<file path="config.mk">
export PLATFORM = sky130hd
export DESIGN_NAME = booth_pp_accumulator
export DESIGN_NICKNAME = d
export VERILOG_FILES = /design/src/rtl/booth_pp_accumulator.sv
export SDC_FILE = /design/constraint.sdc
export NUM_CORES = 1
export LEC_CHECK = 0
export CAP_MARGIN = 25
export CORE_UTILIZATION = 30
export CTS_CLUSTER_DIAMETER = 150
export DETAILED_ROUTE_END_ITERATION = 8
export HOLD_SLACK_MARGIN = 0.02
export MAX_ROUTING_LAYER = met4
export PLACE_DENSITY = 0.52
export SLEW_MARGIN = 40
export SYNTH_ARGS = -nofsm -noshare
export SYNTH_HDL_FRONTEND = slang
export SYNTH_SLANG_ARGS = --single-unit
export TNS_END_PERCENT = 5
</file>
<file path="constraint.sdc">
create_clock -name clk -period 4.05 [get_ports clk]
set_input_delay 0.405 -clock clk [delete_from_list [all_inputs] [get_ports clk]]
set_output_delay 0.405 -clock clk [all_outputs]
set_load 0.05 [all_outputs]
</file>
<file path="src/rtl/booth_pp_accumulator.sv">
// Sequential accumulator of radix-4 Booth partial products, one beat per cycle.
// Define BOOTH_ACC_COUNT_CHECK_EN to enable the sticky beat-count overflow flag on err.
module booth_pp_accumulator #(
  parameter int INPUT_SIZE  = 16,
  parameter int PP_SIZE     = INPUT_SIZE + 2,
  parameter int OUTPUT_SIZE = 2 * INPUT_SIZE
) (
  input  logic                   clk,
  input  logic                   rst,
  input  logic [PP_SIZE-1:0]     pp_in,
  input  logic                   pp_sign_low,
  input  logic                   pp_last,
  input  logic                   pp_valid,
  output logic                   pp_ready,
  output logic [OUTPUT_SIZE-1:0] prod,
  output logic                   prod_valid,
  input  logic                   prod_ready,
  output logic                   err
);

  localparam int IDX_W = $clog2(INPUT_SIZE / 2 + 2);

  typedef enum logic [1:0] {
    IDLE = 2'd0,
    ACC  = 2'd1,
    DONE = 2'd2
  } state_t;

  state_t                 state_q, state_d;
  logic [OUTPUT_SIZE-1:0] acc_q, acc_d;
  logic [IDX_W-1:0]       idx_q, idx_d;

  logic                   accept;
  logic [IDX_W-1:0]       cur_idx;
  logic [IDX_W:0]         shamt;
  logic [OUTPUT_SIZE-1:0] term_base;
  logic [OUTPUT_SIZE-1:0] term;

  assign pp_ready   = (state_q != DONE);
  assign prod_valid = (state_q == DONE);
  assign prod       = acc_q;
  assign accept     = pp_valid & pp_ready;

  // The first beat of a multiplication always has index 0, whatever idx_q holds.
  assign cur_idx   = (state_q == IDLE) ? '0 : idx_q;
  assign shamt     = {cur_idx, 1'b0};
  assign term_base = {{(OUTPUT_SIZE - PP_SIZE){pp_in[PP_SIZE-1]}}, pp_in}
                     + OUTPUT_SIZE'(pp_sign_low);
  assign term      = (32'(shamt) >= 32'(OUTPUT_SIZE)) ? '0 : (term_base << shamt);

  always_comb begin
    state_d = state_q;
    acc_d   = acc_q;
    idx_d   = idx_q;
    case (state_q)
      IDLE: begin
        if (accept) begin
          acc_d   = term;
          idx_d   = IDX_W'(1);
          state_d = pp_last ? DONE : ACC;
        end
      end
      ACC: begin
        if (accept) begin
          acc_d = acc_q + term;
          if (idx_q != '1) idx_d = idx_q + IDX_W'(1);
          if (pp_last) state_d = DONE;
        end
      end
      DONE: begin
        if (prod_ready) state_d = IDLE;
      end
      default: state_d = IDLE;
    endcase
  end

  always_ff @(posedge clk or posedge rst) begin
    if (rst) begin
      state_q <= IDLE;
      acc_q   <= '0;
      idx_q   <= '0;
    end else begin
      state_q <= state_d;
      acc_q   <= acc_d;
      idx_q   <= idx_d;
    end
  end

`ifdef BOOTH_ACC_COUNT_CHECK_EN
  localparam int ERR_IDX = INPUT_SIZE / 2 + 1;

  logic err_q, err_d;

  assign err_d = err_q | (accept && (32'(cur_idx) >= 32'(ERR_IDX)));
  assign err   = err_q;

  always_ff @(posedge clk or posedge rst) begin
    if (rst) err_q <= 1'b0;
    else     err_q <= err_d;
  end
`else
  assign err = 1'b0;
`endif

endmodule

</file>
==> metrics.cfg, run 1 <==
[drt]
wl_um = 18800
vias = 5915
via_per_inst = 5.29
detail_route.iter0.violations = 428
dr.pass1.iters = 5
drc = 0
ant_nets = 0
wl_per_cell_um = 16.8

[worst_setup_path]
path_max_fanout = 6
cp.arrival_ps = 4110
required_ps = 4210
cp-start-kind = flip-flop
worstSetupPathType = flip-flop to flip-flop
cp-end-kind = flip-flop

[sta]
finalHoldViolations = 0
fin_tns_setup_ps = 0
whs_ps = 452
fin_crit_ps = 3950
fin_worst_skew_ps = 6.85
max-slew-margin-rel = 0.420
fin_crit_sh = 0.976
max_slew.worst_pin.slew_ps = 868
setup_violations = 0
final-max-slew-violation-count = 0
fmax_mhz = 253
rsz0062_at_grt = yes

[synthesis]
synth-compound-area-share = 0.319
synthesis.area_mm2 = 0.00492
postSynthCellCount = 683
ys_warn_count = 0
ys_ff_latch = 38
ys_types = 69
netlist_top_cells_area = dfrtp_1 (19%), ha_1 (8.6%), nand2_1 (7.2%)
synth_flop_cell = dfrtp_1
synth_top_cell_area_share = 0.193
synth_top_family_by_area = compound AO/OA/AOI/OAI gates
synth_common_cells = nand2_1 (95), a21oi_1 (71), nor2_1 (68), o21ai_0 (51), dfrtp_1 (38)
syn_avg_cell_area_um2 = 7.20
synth_edf_count = 0
yosys.area_share.xor_xnor = 0.0623
yosysSeqAreaShare = 0.193
synth_mux_area_frac = 0.0437
async_reset_ff_frac = 1.00
syn-num-nets = 742
synth_top_cell_by_area = dfrtp_1
yosys.area_share.simple = 0.240
yosys.cell_count.top_type = nand2_1
synth_fa_ha_area_frac = 0.0905

[clock_network]
htreeDepth = 2
clkSinkCount = 38
clock_latency_ps = 290
cts_root_buf = clkbuf_16
clockBufferDepth = 2
tritoncts = yes
clk_pin_slew_worst_paths_ps = 60
cts_buffers = 5

[floorplan]
die_y_um = 130
num_io_pins = 59
coreArea_mm2 = 0.0159
die_w_um = 130
num_rows = 46
die_area_mm2 = 0.0169
start_util = 0.309

[place]
dp_hpwl_um = 14800
gp_congestion = 0.947
numPortBuffers = 57
place_area_mm2 = 0.00698

[run_status]
status = completed

[pwr]
p_sw_w = 0.00297
seqPwrFrac = 0.117
power.density_mw_per_mm2 = 799
pwr-share-clk = 0.069
swShare = 0.489
pwr-share-comb = 0.813
power_w = 0.00609
internal_power_w = 0.00311
leakage_nw = 3.45
vdd_drop_max_mv = 0.503

[global_route]
grt_first_pass_wirelength_um = 29400
grt_max_degree = 26
grt.overflow.total = 0
grt_pass1_vias = 5767
antenna_found_initial = 0
grt_usage = 0.229

[worst_hold_path]
hold_path.class = input port to asynchronous set/reset pin

[cells_and_area]
area_growth_pct = 54.8
num_antenna_cells = 0
fin_nets = 960
fillCellCount = 1597
drive_gt1_frac = 0.340
final_cell_area_mm2 = 0.00762

[run]
max_cap_violations = 0

==> metal layers <==
metal  share of wire  vias up  track usage
met3           0.035       26       0.0185
met1            0.47     2813        0.302
met2            0.47      154        0.376
met5               0        -            -
met4           0.019        0       0.0622
li1                -     2922            -
==> per-stage QoR <==
stage | std cells | util | setup slack [ps]
final | 1118 | 0.478 | 98.8
after global routing | 1118 | 0.478 | -45.0
after CTS | 1113 | 0.466 | -23.5
after detailed placement | 1093 | 0.438 | -955
after global placement | 1093 | 0.438 | -903
after floorplan | 683 | - | 25.7
==> critical path, cell delays in order (launching register included) <==
cell	delay [ps]
dfrtp_1	440
o21a_4	280
buf_4	160
nor2_1	120
o22ai_1	100
a31oi_2	210
a22oi_1	140
buf_4	160
nor2_1	90
nor2_1	60
a211oi_2	240
ha_1	310
a21o_1	180
a21oi_2	120
o21bai_1	110
a211o_1	340
o21ai_2	220
a31oi_2	150
buf_4	160
mux2i_1	140
a31oi_1	90
==> area by class of cell <==
type / instances / area [µm²] / area share
well taps: 216 / 270 / 0.0355
inverters: 15 / 56.3 / 0.00739
clock inverters: 2 / 12.5 / 0.00164
repair buffers: 252 / 2050 / 0.269
clock buffers: 6 / 139 / 0.0182
flip-flops and latches: 38 / 951 / 0.125
multi-input cells: 589 / 4140 / 0.544
==> power by group through the flow <==
stage                     clock network, W  logic, W  registers, W
final                             0.000421   0.00495      0.000714
after global routing              0.000442   0.00531      0.000738
after CTS                         0.000428   0.00476      0.000709
after detailed placement                 0   0.00451      0.000707
after global placement                   0   0.00447      0.000704
after floorplan                          0   0.00219       0.00119
==> cells by family after synthesis <==
group,after synthesis
adder cells (fa/ha/maj),35
AO/OA/AOI/OAI,246
flip-flops,38
multiplexers,21
buffers and inverters,56
AND/OR/NAND/NOR,251
other,1
XOR/XNOR,35
==> registers in the layout, indices dropped and copies added (netlist names) <==
register,flops
prod,32
idx_q,4
state_q,2
==> worst paths after layout <==
| check | startpoint | end | slack (ps) | depth (start not counted) |
|---|---|---|---|---|
| setup / recovery | state_q[0] | prod[31] | 100 | 20 |
| hold / removal | rst | prod[27] | 450 | 2 |
| setup reg to reg | state_q[0] | prod[31] | 100 | 20 |
| hold reg to reg | prod[5] | prod[5] | 520 | 2 |
| max in group asynchronous | rst | prod[7] | 2910 | 3 |
| min in group clk | prod[5] | prod[5] | 520 | 2 |
==> what timing repair did <==
item / in CTS / in global routing
resized for setup: 62 / 53
hold buffers: 0 / 0
setup buffers: 13 / 5
pin swaps: 28 / 27
setup endpoints to repair: 21 / 16
==> cells in the final DEF, fill, tap and decap left out, drive strengths merged, types with 11 or more instances in the layout <==
master,instances
buf,195
a211oi,14
a21o,15
and3,11
dfrtp,38
clkbuf,12
a31oi,16
nand3,15
mux2i,17
nor3,13
inv,15
xor2,11
nand2,95
a21oi,72
clkdlybuf4s50,44
ha,34
o21ai,64
nor2,68
xnor2,24
o21a,11
Note: power is estimated with default switching activity, not from simulation.
==> run 2: changes to the inputs <==
Settings changed: CAP_MARGIN 25 to 40.
==> results of run 2 <==
No change in the layout: final DEF, timing and power equal those of run 1.
==> run 3: changes to the inputs <==
--- a/constraint.sdc
+++ b/constraint.sdc
@@ -3,2 +3,2 @@
 set_output_delay 0.405 -clock clk [all_outputs]
-set_load 0.05 [all_outputs]
+set_load 0.1 [all_outputs]
==> metrics.cfg, run 3 (synthesis results as in run 1) <==
[drt]
dr.pass1.iters = 5  ; unchanged
wl_um = 18400  ; -2.0%
drc = 0  ; unchanged
ant_nets = 0  ; unchanged
vias = 5861  ; -0.91%
wl_per_cell_um = 16.5  ; -2.0%
via_per_inst = 5.24  ; -0.91%
detail_route.iter0.violations = 323  ; -25%

[worst_setup_path]
cp-end-kind = flip-flop
ff2ff_path_depth = 18  ; -10%
rr_startpoint = state_q[1]
crit_chain = clkbuf_2 > ha_4 > ha_4 > and4_4 > and4_4 > buf_4 > xor2_1 > nor2_1 > a21oi_2 > mux2i_1 > nand2_1 > o21ai_0 > o22ai_1 > ha_1 > a21oi_2 > o21ai_1 > a211o_1 > o21ai_2 > nand2_1 > a211o_1 > a31oi_1 > o21ai_0
crit_slowest_cell = a211o_1
worstSetupPathType = input port to flip-flop
path_max_fanout = 4  ; -2
cp.arrival_ps = 4120  ; about the same
max_stage_delay_ps = 370  ; -70 ps
r2r_slack_ps = 100  ; about the same
required_ps = 4210  ; about the same
r2r_end = prod[25]
crit_start = pp_in[0]
cp-start-kind = input port

[floorplan]
die_w_um = 130  ; unchanged
num_io_pins = 59  ; unchanged
coreArea_mm2 = 0.0159  ; unchanged
start_util = 0.309  ; unchanged
die_y_um = 130  ; unchanged
num_rows = 46  ; unchanged
die_area_mm2 = 0.0169  ; unchanged

[worst_hold_path]
hold_path.class = input port to asynchronous set/reset pin

[run_status]
status = completed

[cells_and_area]
area_growth_pct = 53.2
largest_reg_flops = 32  ; unchanged
fin_nets = 960  ; unchanged
final_cell_mix = buf_4 (191), nand2_1 (94), nor2_1 (64)
final_cell_area_mm2 = 0.00754  ; -1.0%
num_antenna_cells = 0  ; unchanged
fin_util = 0.473  ; -0.00494
fillCellCount = 1593  ; -0.25%
drive_gt1_frac = 0.378  ; +0.0377
final_common_cell = buf_4

[sta]
final-max-slew-violation-count = 0  ; unchanged
whs_ps = 455  ; +2.91 ps
max_slew.worst_pin.slew_ps = 727  ; -141 ps
max-slew-margin-rel = 0.514  ; +0.0933
finalHoldViolations = 0  ; unchanged
fin_crit_sh = 0.977  ; +0.00134
fin_crit_ps = 3960  ; +5.43 ps
setup_violations = 0  ; unchanged
fmax_mhz = 253  ; -0.14%
fin_worst_skew_ps = 9.39  ; +2.55 ps
rsz0062_at_grt = yes

[pwr]
power.density_mw_per_mm2 = 885  ; +11%
leakage_nw = 3.50  ; +1.4%
vdd_drop_max_mv = 0.633  ; +26%
power_w = 0.00667  ; +9.6%

[global_route]
grt.overflow.total = 0  ; unchanged
antenna_found_initial = 0  ; unchanged
grt_pass1_vias = 5775  ; +0.14%
grt_first_pass_wirelength_um = 29600  ; +0.61%
grt_max_degree = 26  ; unchanged
grt_usage = 0.230  ; +0.000634

[place]
dp_hpwl_um = 14400  ; -2.5%
gp_congestion = 0.930  ; -1.8%
numPortBuffers = 57  ; unchanged
place_area_mm2 = 0.00683  ; -2.1%

[run]
max_cap_violations = 0  ; unchanged

[clock_network]
cts_buffers = 5  ; unchanged
tritoncts = yes
clk_pin_slew_worst_paths_ps = 70  ; about the same
clock_latency_ps = 290  ; about the same
clkSinkCount = 38  ; unchanged
htreeDepth = 2  ; unchanged
cts_root_buf = clkbuf_16
clockBufferDepth = 2  ; unchanged
hold_buffers = 0  ; unchanged

==> run 3: cell count changes in the layout (fill, tap and decap cells not counted), moves of 3 or more <==
cell | previous run | this run
clkdlybuf4s50_1 | 44 | 10
buf_2 | 0 | 33
mux2i_2 | 3 | 0
o21ai_0 | 41 | 44
==> run 3: metal layers <==
layer	vias up	GRT usage	wire, µm
met3	20	0.0271	786
met5	-	-	0
met1	2765	0.303	8630
met2	147	0.373	8810
li1	2929	-	-
met4	0	0.0554	223
==> run 3: cell type report <==
cell class	count	area, µm²	area share
Clock inverter	2	60.1	0.00797
Timing Repair Buffer	252	1900	0.252
Tap cell	216	270	0.0359
Sequential cell	38	951	0.126
Multi-Input combinational cell	589	4160	0.552
Clock buffer	6	139	0.0184
Inverter	15	56.3	0.00747
==> run 3: repair_timing <==
item / in CTS / in global routing
pin swaps: 25 / 36
buffers inserted: 9 / 8
resized for setup: 54 / 58
gates cloned: 0 / 0
endpoints found under the hold margin: 0 / 0
endpoints found under the setup margin: 20 / 16
==> run 3: where the power goes <==
part / leakage (nW) / total, W / internal [W] / switching, W
combinational: 2.94 / 0.00542 / 0.00222 / 0.00320
clock: 0.0971 / 0.000548 / 0.000371 / 0.000177
sequential: 0.463 / 0.000708 / 0.000539 / 0.000169
==> run 3: worst max-delay path: cells and delay by family <==
family                   cells  cell delay, ps
multiplexers                 1             130
adder cells (fa/ha/maj)      3             640
XOR/XNOR                     1             150
AND/OR/NAND/NOR              5             680
AO/OA/AOI/OAI               10            1870
buffers and inverters        2             230
==> run 3: how the worst max path moves through the flow <==
| stage | end | slack (ps) | cells past startpoint |
|---|---|---|---|
| after floorplan | prod[25] | 30 | 22 |
| after global placement | prod[25] | -790 | 21 |
| after detailed placement | prod[31] | -850 | 20 |
| after CTS | prod[31] | 0.2 | 20 |
| after global routing | prod[28] | -90 | 23 |
| final | prod[25] | 90 | 22 |
==> run 3: stage by stage <==
step / setup TNS (ps) / worst slack (ps) / cells
2_1_floorplan: 0 / 25.1 / 683
3_3_place_gp: -12140 / -791 / 1094
3_5_place_dp: -11940 / -854 / 1094
4_1_cts: 0 / 0.211 / 1111
5_1_grt: -435 / -85.4 / 1118
6_report: 0 / 93.4 / 1118
